## config.mk

```make
export PLATFORM = sky130hd
export DESIGN_NAME = inst_trace_axi_writer
export DESIGN_NICKNAME = d
export VERILOG_FILES = /design/src/rtl/inst_trace_axi_writer.sv
export SDC_FILE = /design/constraint.sdc
export NUM_CORES = 1
export LEC_CHECK = 0
export BUFFER_PORTS_ARGS = -buffer_cell sky130_fd_sc_hd__buf_2
export CAP_MARGIN = 20
export CORE_MARGIN = 1
export CORE_UTILIZATION = 58
export DETAILED_ROUTE_END_ITERATION = 7
export PLACE_DENSITY = 0.91
export SLEW_MARGIN = 20
export SYNTH_ARGS = -nofsm -noshare
export SYNTH_HDL_FRONTEND = slang
export SYNTH_SLANG_ARGS = --single-unit
```

## constraint.sdc

```tcl
create_clock -name m_axi_aclk -period 5.2 [get_ports m_axi_aclk]
set_input_delay 0.78 -clock m_axi_aclk [delete_from_list [all_inputs] [get_ports m_axi_aclk]]
set_output_delay 0.78 -clock m_axi_aclk [all_outputs]
set_load 0.005 [all_outputs]
```

## src/rtl/inst_trace_axi_writer.sv

```systemverilog
// inst_trace_axi_writer: captures PicoRV32 fetch addresses in a small FIFO and drains them
// as single-beat AXI4-lite writes into a word ring buffer in system memory.
module inst_trace_axi_writer #(
  parameter int INST_ADDR_WIDTH    = 32,
  parameter int C_M_AXI_ADDR_WIDTH = 32,
  parameter int C_M_AXI_DATA_WIDTH = 32,
  parameter int FIFO_DEPTH         = 8
) (
  input  logic                            m_axi_aclk,
  input  logic                            m_axi_aresetn,
  input  logic                            trace_en,
  input  logic [C_M_AXI_ADDR_WIDTH-1:0]   ring_base,
  input  logic [15:0]                     ring_words,
  input  logic                            ring_rst,
  input  logic                            drop_clr,
  input  logic                            inst_valid,
  input  logic [INST_ADDR_WIDTH-1:0]      inst_addr,
  output logic [15:0]                     wr_ptr,
  output logic [15:0]                     drop_cnt,
  output logic                            err,
  output logic                            busy,
  output logic [C_M_AXI_ADDR_WIDTH-1:0]   m_axi_awaddr,
  output logic [2:0]                      m_axi_awprot,
  output logic                            m_axi_awvalid,
  input  logic                            m_axi_awready,
  output logic [C_M_AXI_DATA_WIDTH-1:0]   m_axi_wdata,
  output logic [C_M_AXI_DATA_WIDTH/8-1:0] m_axi_wstrb,
  output logic                            m_axi_wvalid,
  input  logic                            m_axi_wready,
  input  logic [1:0]                      m_axi_bresp,
  input  logic                            m_axi_bvalid,
  output logic                            m_axi_bready
);
  localparam int AW = $clog2(FIFO_DEPTH);
  localparam int CW = AW + 1;
  localparam logic [CW-1:0] FULL = FIFO_DEPTH[CW-1:0];
  typedef enum logic [1:0] {IDLE, ADDR_DATA, RESP} state_t;
  state_t state, state_nx;
  logic [INST_ADDR_WIDTH-1:0] mem [FIFO_DEPTH];
  logic [AW-1:0] rd_idx, wr_idx;
  logic [CW-1:0] count;
  logic [15:0] words_q, ptr_eff, ptr_inc;
  logic [16:0] ptr_sum;
  logic capture, push, pop, drop, done, aw_nx, w_nx, rst_pend;
  assign capture = inst_valid && trace_en;
  assign pop = state == IDLE && count != '0 && ring_words != '0;
  assign push = capture && (count != FULL || pop);
  assign drop = capture && !push;
  assign done = state == RESP && m_axi_bvalid;
  assign aw_nx = m_axi_awvalid && !m_axi_awready;
  assign w_nx = m_axi_wvalid && !m_axi_wready;
  assign ptr_eff = ring_rst ? '0 : wr_ptr;
  assign ptr_sum = {1'b0, wr_ptr} + 17'd1;
  // >= rather than == so a pointer stranded past a shrunk ring wraps on the next completion
  assign ptr_inc = (rst_pend || ring_rst || ptr_sum >= {1'b0, words_q}) ? '0 : ptr_sum[15:0];
  assign busy = count != '0 || state != IDLE;
  assign m_axi_awprot = 3'b000;
  assign m_axi_wstrb = '1;
  always_comb begin
    state_nx = state;
    state_nx = state == IDLE ? (pop ? ADDR_DATA : IDLE) :
               state == ADDR_DATA ? ((aw_nx || w_nx) ? ADDR_DATA : RESP) :
               (m_axi_bvalid ? IDLE : RESP);
  end
  always_ff @(posedge m_axi_aclk)
    if (push) mem[wr_idx] <= inst_addr;
  always_ff @(posedge m_axi_aclk or negedge m_axi_aresetn)
    if (!m_axi_aresetn) begin
      state <= IDLE;
      rd_idx <= '0;
      wr_idx <= '0;
      count <= '0;
      words_q <= '0;
      rst_pend <= 1'b0;
      wr_ptr <= '0;
      drop_cnt <= '0;
      err <= 1'b0;
      m_axi_awaddr <= '0;
      m_axi_wdata <= '0;
      m_axi_awvalid <= 1'b0;
      m_axi_wvalid <= 1'b0;
      m_axi_bready <= 1'b0;
    end else begin
      state <= state_nx;
      rd_idx <= rd_idx + AW'(pop);
      wr_idx <= wr_idx + AW'(push);
      count <= count + CW'(push) - CW'(pop);
      m_axi_awvalid <= pop || aw_nx;
      m_axi_wvalid <= pop || w_nx;
      m_axi_bready <= (state == ADDR_DATA && !aw_nx && !w_nx) || (state == RESP && !m_axi_bvalid);
      if (pop) begin
        m_axi_awaddr <= (ring_base & ~C_M_AXI_ADDR_WIDTH'(3)) + C_M_AXI_ADDR_WIDTH'({ptr_eff, 2'b00});
        m_axi_wdata <= C_M_AXI_DATA_WIDTH'(mem[rd_idx]);
        words_q <= ring_words;
      end
      if (state == IDLE && ring_rst) wr_ptr <= '0;
      else if (done) wr_ptr <= ptr_inc;
      rst_pend <= !done && (rst_pend || (ring_rst && state != IDLE));
      err <= !drop_clr && (err || (done && m_axi_bresp != 2'b00));
      drop_cnt <= drop_clr ? {15'd0, drop} : drop_cnt + {15'd0, drop && drop_cnt != 16'hFFFF};
    end
endmodule

```

After elaboration in Yosys (flattened, before gate mapping). Memory sizes are Yosys's and may differ from the RTL's. A register that Yosys moved wholly into a read port is not among the register bits. Index checks and enable logic that the tools add are counted.

Add/subtract/negate cells: 7. $lt $le $gt $ge: 1. Eq/ne operators: 4. Multiplexer cells: 12. Reduce and logical (&&, ||, !) cells: 42.

Operator list (count): $mux W16 (5); $add A32 B18 Y32 (1); $add A16 B1 Y17 const B (1); $ge A17 B16 Y1 (1); $logic_and A1 B1 Y1 (17); $add A16 B1 Y16 (1); $ne A16 B16 Y1 const B (1); $reduce_bool A16 Y1 (1); $logic_or A1 B1 Y1 (10); $logic_not A1 Y1 (9); $mux W2 (4); $add A3 B1 Y3 (2); $reduce_bool A2 Y1 (3); $add A4 B1 Y4 (1); $ne A4 B4 Y1 const B (1); $reduce_bool A4 Y1 (1); $sub A4 B1 Y4 (1); $mux W1 (3); $eq A2 B1 Y1 const B (1); $eq A2 B2 Y1 const B (1); $logic_not A2 Y1 (1).

Register bits: 97. Memory bits (writable): 256. Bits of input ports: 91. Logic and storage cells: 80. Memories kept: 1.

Memories: mem (depth 8, bits a word 32, read ports 1, clocked after Yosys merged registers in 1, write ports 1, RTL line 39) `logic [INST_ADDR_WIDTH-1:0] mem [FIFO_DEPTH];`.

Longest topological paths before layout.
Depth in word-level cells: 10. Gate-level depth with buffers: 14. Gate-level depth less buffers: 14.

Worst setup path before layout. No wires, ideal clock.

Kind: input port to flip-flop. Start: input ring_words[0]. End: memory mem[1][0], enable pin. Library setup time: 0.461 ns. Arrival time: 3.729 ns. Data required time: 4.739 ns. Slack: 1.010 ns. Stages on the path: 6. Cells stage by stage: nor4_1 > nand4_1 > nand2_1 > a31oi_1 > nand2_1 > nor3_1.

Longest elaborated chain between the ends: 6.

RTL lines: start: declaration (RTL line 13) `input logic [15:0] ring_words,`; $reduce_bool A16 Y1 (RTL line 46) `assign pop = state == IDLE && count != '0 && ring_words != '0;`; $logic_and A1 B1 Y1 (RTL line 46); $logic_or A1 B1 Y1 (RTL line 47) `assign push = capture && (count != FULL || pop);`; $logic_and A1 B1 Y1 (RTL line 47); $mux W1 (RTL line 66) `if (push) mem[wr_idx] <= inst_addr;`; $mux W1 (not written as such) (RTL line 66); end: declaration (RTL line 39).

No other way between the ends.

Worst setup path after layout.
Start: register state[1]. End: memory mem[7][1], enable pin.

Longest elaborated chain between the ends: 7.

RTL lines: start: declaration (RTL line 38) `state_t state, state_nx;`; start signal: assignment (RTL line 84) `state <= state_nx;`; $logic_not A2 Y1 (RTL line 46); $logic_and A1 B1 Y1 (2 in series) (RTL line 46); $logic_or A1 B1 Y1 (RTL line 47); $logic_and A1 B1 Y1 (RTL line 47); $mux W1 (RTL line 66); $mux W1 (not written as such) (RTL line 66).

No other way between the ends.

==> impl_metrics.ini <==
[clocking]
cts.clk_slew.worst_paths_ns = 0.06
cts_hold_buf = 0
post_cts_resized = 0
clockRootBuffer = clkbuf_16
insertion_delay_ns = 0.54
clock-sinks = 383
tritoncts = done
cts_made_buffers = 39
post_cts_buffers = 0
htree_levels = 2
clk_path_buf_depth = 3

[logic_synthesis]
synthCells = 1180
synth-seq-cells = 383
yosys_warnings = 0
synth_cell_types = 67
synthFlopType = edfxtp_1
mappedNetlistArea_um2 = 16770
synth-seq-area-share = 0.6479
synth-edff-count = 256
avgSynthCellArea_um2 = 14.21
async_reset_ff_frac = 0.3316

[finish]
n_fill_cell = 1794
drive_gt1_frac = 0.2577
multi_input_area_um2 = 5557
area_growth_pct = 16.64
layout_common_cells = 256 x edfxtp_1, 186 x buf_2, 134 x nand2_1, 124 x dfrtp_1, 77 x o21ai_0
final_util = 0.6965
final_common_cell = edfxtp_1
fin_cells = 1784
nets = 1513
register_area_um2 = 10870

[timing]
tightest_slew_ns = 1.016
slew_viol_final = 0
finalCriticalPeriod_ns = 3.912
fin_setup_tns_ns = 0
hold_viol = 0
skew_ns = 0.01068
rsz0062_at_grt = no
max_clock_freq_mhz = 255.6
fin_crit_sh = 0.7523
max_slew_margin = 0.3210
hold_ws_ns = 0.2910
setup_viol = 0

[worst_setup_path]
crit_chain = nor2_1 > a21boi_1 > nand2_4 > a31oi_1 > nand2_1 > nor2_4 > buf_4
worstSetupStartpointType = flip-flop
slowest_stage = nor2_4
cp_top_family = simple AND/OR/NAND/NOR gates
cp.required_ns = 5.43
slowest_delay_ns = 0.88
worst-path-buf-inv = 1
cp_data_arrival_time_ns = 4.15
end_kind = flip-flop
cp_max_fo = 49
criticalPathCategory = flip-flop to flip-flop

[power_and_ir_drop]
power_switching_uw = 3118
p_leak_uw = 0.007818
ir_drop_v = 0.0003660
p_int_uw = 6731
p_clk_frac = 0.296
seq_power_share = 0.432
finalPower_uw = 9848
combPwrFrac = 0.272
swShare = 0.3166
p_per_area_nw_per_um2 = 503.5

[routing]
drt-pass1-iter-count = 6
drt_iter0_markers = 1066
vias = 10830
drc = 0
wl_mm = 40.74
ant_nets = 0
viasPerCell = 6.070
wl_per_cell_um = 22.83

[placed_design]
place.gp.congestion = 0.9157
place.detailed.hpwl_mm = 25.24
io_buffers = 187
dpl.cell_count = 1712

[grt]
antenna_found_initial = 1
grt_pass1_vias = 10970
grt_max_degree = 84
track_usage = 0.2794
grt_pass1_wl_mm = 60.84
grt.overflow.total = 0

[job]
drv_cap = 0

[die]
placementRows = 61
io_pins = 199
core_area_um2 = 28090
die_h_um = 172.0
die_area_um2 = 29600
initial_core_util = 0.5971
fp.dieW_um = 172.0

[min_path]
min_path_type = primary input to asynchronous set/reset pin

[run_status]
outcome = completed
==> cell families (layout without fill, tap and decap cells) <==
kind of cell | Yosys count | in the layout | share of synthesized area
flip-flops | 383 | 383 | 0.6479
AND/OR/NAND/NOR | 328 | 328 | 0.09281
AO/OA/AOI/OAI | 189 | 189 | 0.07155
multiplexers | 100 | 100 | 0.1075
buffers and inverters | 97 | 315 | 0.02611
adder cells (fa/ha/maj) | 47 | 47 | 0.03596
XOR/XNOR | 34 | 34 | 0.01776
other | 2 | 10 | 0.0004478
==> registers in the layout (all words and copies together), names as in the netlist, 2 cells and up <==
signal and cells:
state 2, m_axi_awaddr 30, m_axi_wdata 32, mem 256
rd_idx 3, wr_ptr 16, wr_idx 3, words_q 16
count 4, drop_cnt 16
==> through the flow <==
step | worst slack (ns) | area [um^2]
6_report | 1.288 | 19560
5_1_grt | 1.030 | 19560
4_1_cts | 1.217 | 19560
3_5_place_dp | 1.213 | 18210
3_3_place_gp | 1.357 | 18090
2_1_floorplan | 1.010 | 16800
==> layout make-up <==
cell class | count | share of cell area
Clock inverter | 8 | 0.006460
Sequential cell | 383 | 0.5558
Clock buffer | 63 | 0.06275
Tap cell | 378 | 0.02418
Inverter | 39 | 0.007484
Timing Repair Buffer | 205 | 0.05917
Antenna cell | 1 | 0.0001279
Multi-Input combinational cell | 707 | 0.2841
==> worst reg2reg max path, stage by stage (launching register included) <==
cell and delay (ns):
dfrtp_1 0.42, nor2_1 0.15, a21boi_1 0.40, nand2_4 0.41, a31oi_1 0.64, nand2_1 0.37
nor2_4 0.88, buf_4 0.36
==> power by group through the flow <==
stage / Sequential, uW / Clock, uW / Combinational [uW]
final: 4260 / 2910 / 2680
after global routing: 4320 / 3050 / 2920
after CTS: 4260 / 2940 / 2700
after detailed placement: 4300 / 0 / 2630
after global placement: 4260 / 0 / 2470
after floorplan: 4090 / 0 / 1860
==> path summary, 6_finish.rpt <==
path                                   from               end  slack [ns]  cells after the start
max                                state[1]         mem[7][1]        1.29                      7
min                           m_axi_aresetn         wr_ptr[5]        0.29                      1
max reg2reg                        state[1]         mem[7][1]        1.29                      7
min reg2reg                m_axi_awaddr[11]  m_axi_awaddr[11]        0.47                      2
max in group asynchronous     m_axi_aresetn   m_axi_wdata[11]        3.74                      2
min in group m_axi_aclk    m_axi_awaddr[11]  m_axi_awaddr[11]        0.47                      2
==> cells in the mapped netlist (5+ instances only) <==
| cell type | n | area [um^2] |
|---|---|---|
| a21o_1 | 8 | 60.06 |
| nor3_1 | 11 | 55.05 |
| and3_1 | 7 | 43.79 |
| o21ai_0 | 77 | 385.4 |
| nand2_1 | 135 | 506.7 |
| o21a_1 | 7 | 52.55 |
| or2_2 | 9 | 56.30 |
| nor2_1 | 55 | 206.5 |
| inv_1 | 38 | 142.6 |
| ha_1 | 45 | 563.0 |
| edfxtp_1 | 256 | 7687 |
| xnor2_1 | 15 | 131.4 |
| nand4_1 | 19 | 118.9 |
| o211ai_1 | 12 | 90.09 |
| a31oi_1 | 8 | 50.05 |
| o221ai_1 | 6 | 52.55 |
| clkbuf_1 | 32 | 120.1 |
| and2_1 | 7 | 43.79 |
| nand3_1 | 29 | 145.1 |
| mux2i_1 | 35 | 350.3 |
| mux4_2 | 64 | 1441 |
| buf_4 | 10 | 75.07 |
| xor2_1 | 19 | 166.4 |
| nor4_1 | 5 | 31.28 |
| dfrtp_1 | 127 | 3178 |
| buf_2 | 9 | 45.04 |
| or4_1 | 6 | 45.04 |
| a21oi_1 | 31 | 155.2 |
| nor2b_1 | 24 | 150.1 |
| o31ai_1 | 9 | 67.56 |
| nand2b_1 | 8 | 50.05 |
==> routing by layer <==
metal  routed length, um  global-route usage  share of wire  vias to the layer above
li1                    -                   -              -                     4814
met1               14960              0.3294           0.37                     5372
met2               20950              0.4984           0.51                      530
met3                3256             0.05264          0.080                      110
met4                1548              0.1220          0.038                        2
met5                  13                   0        0.00032                        -
Note: power is estimated with default switching activity, not from simulation.
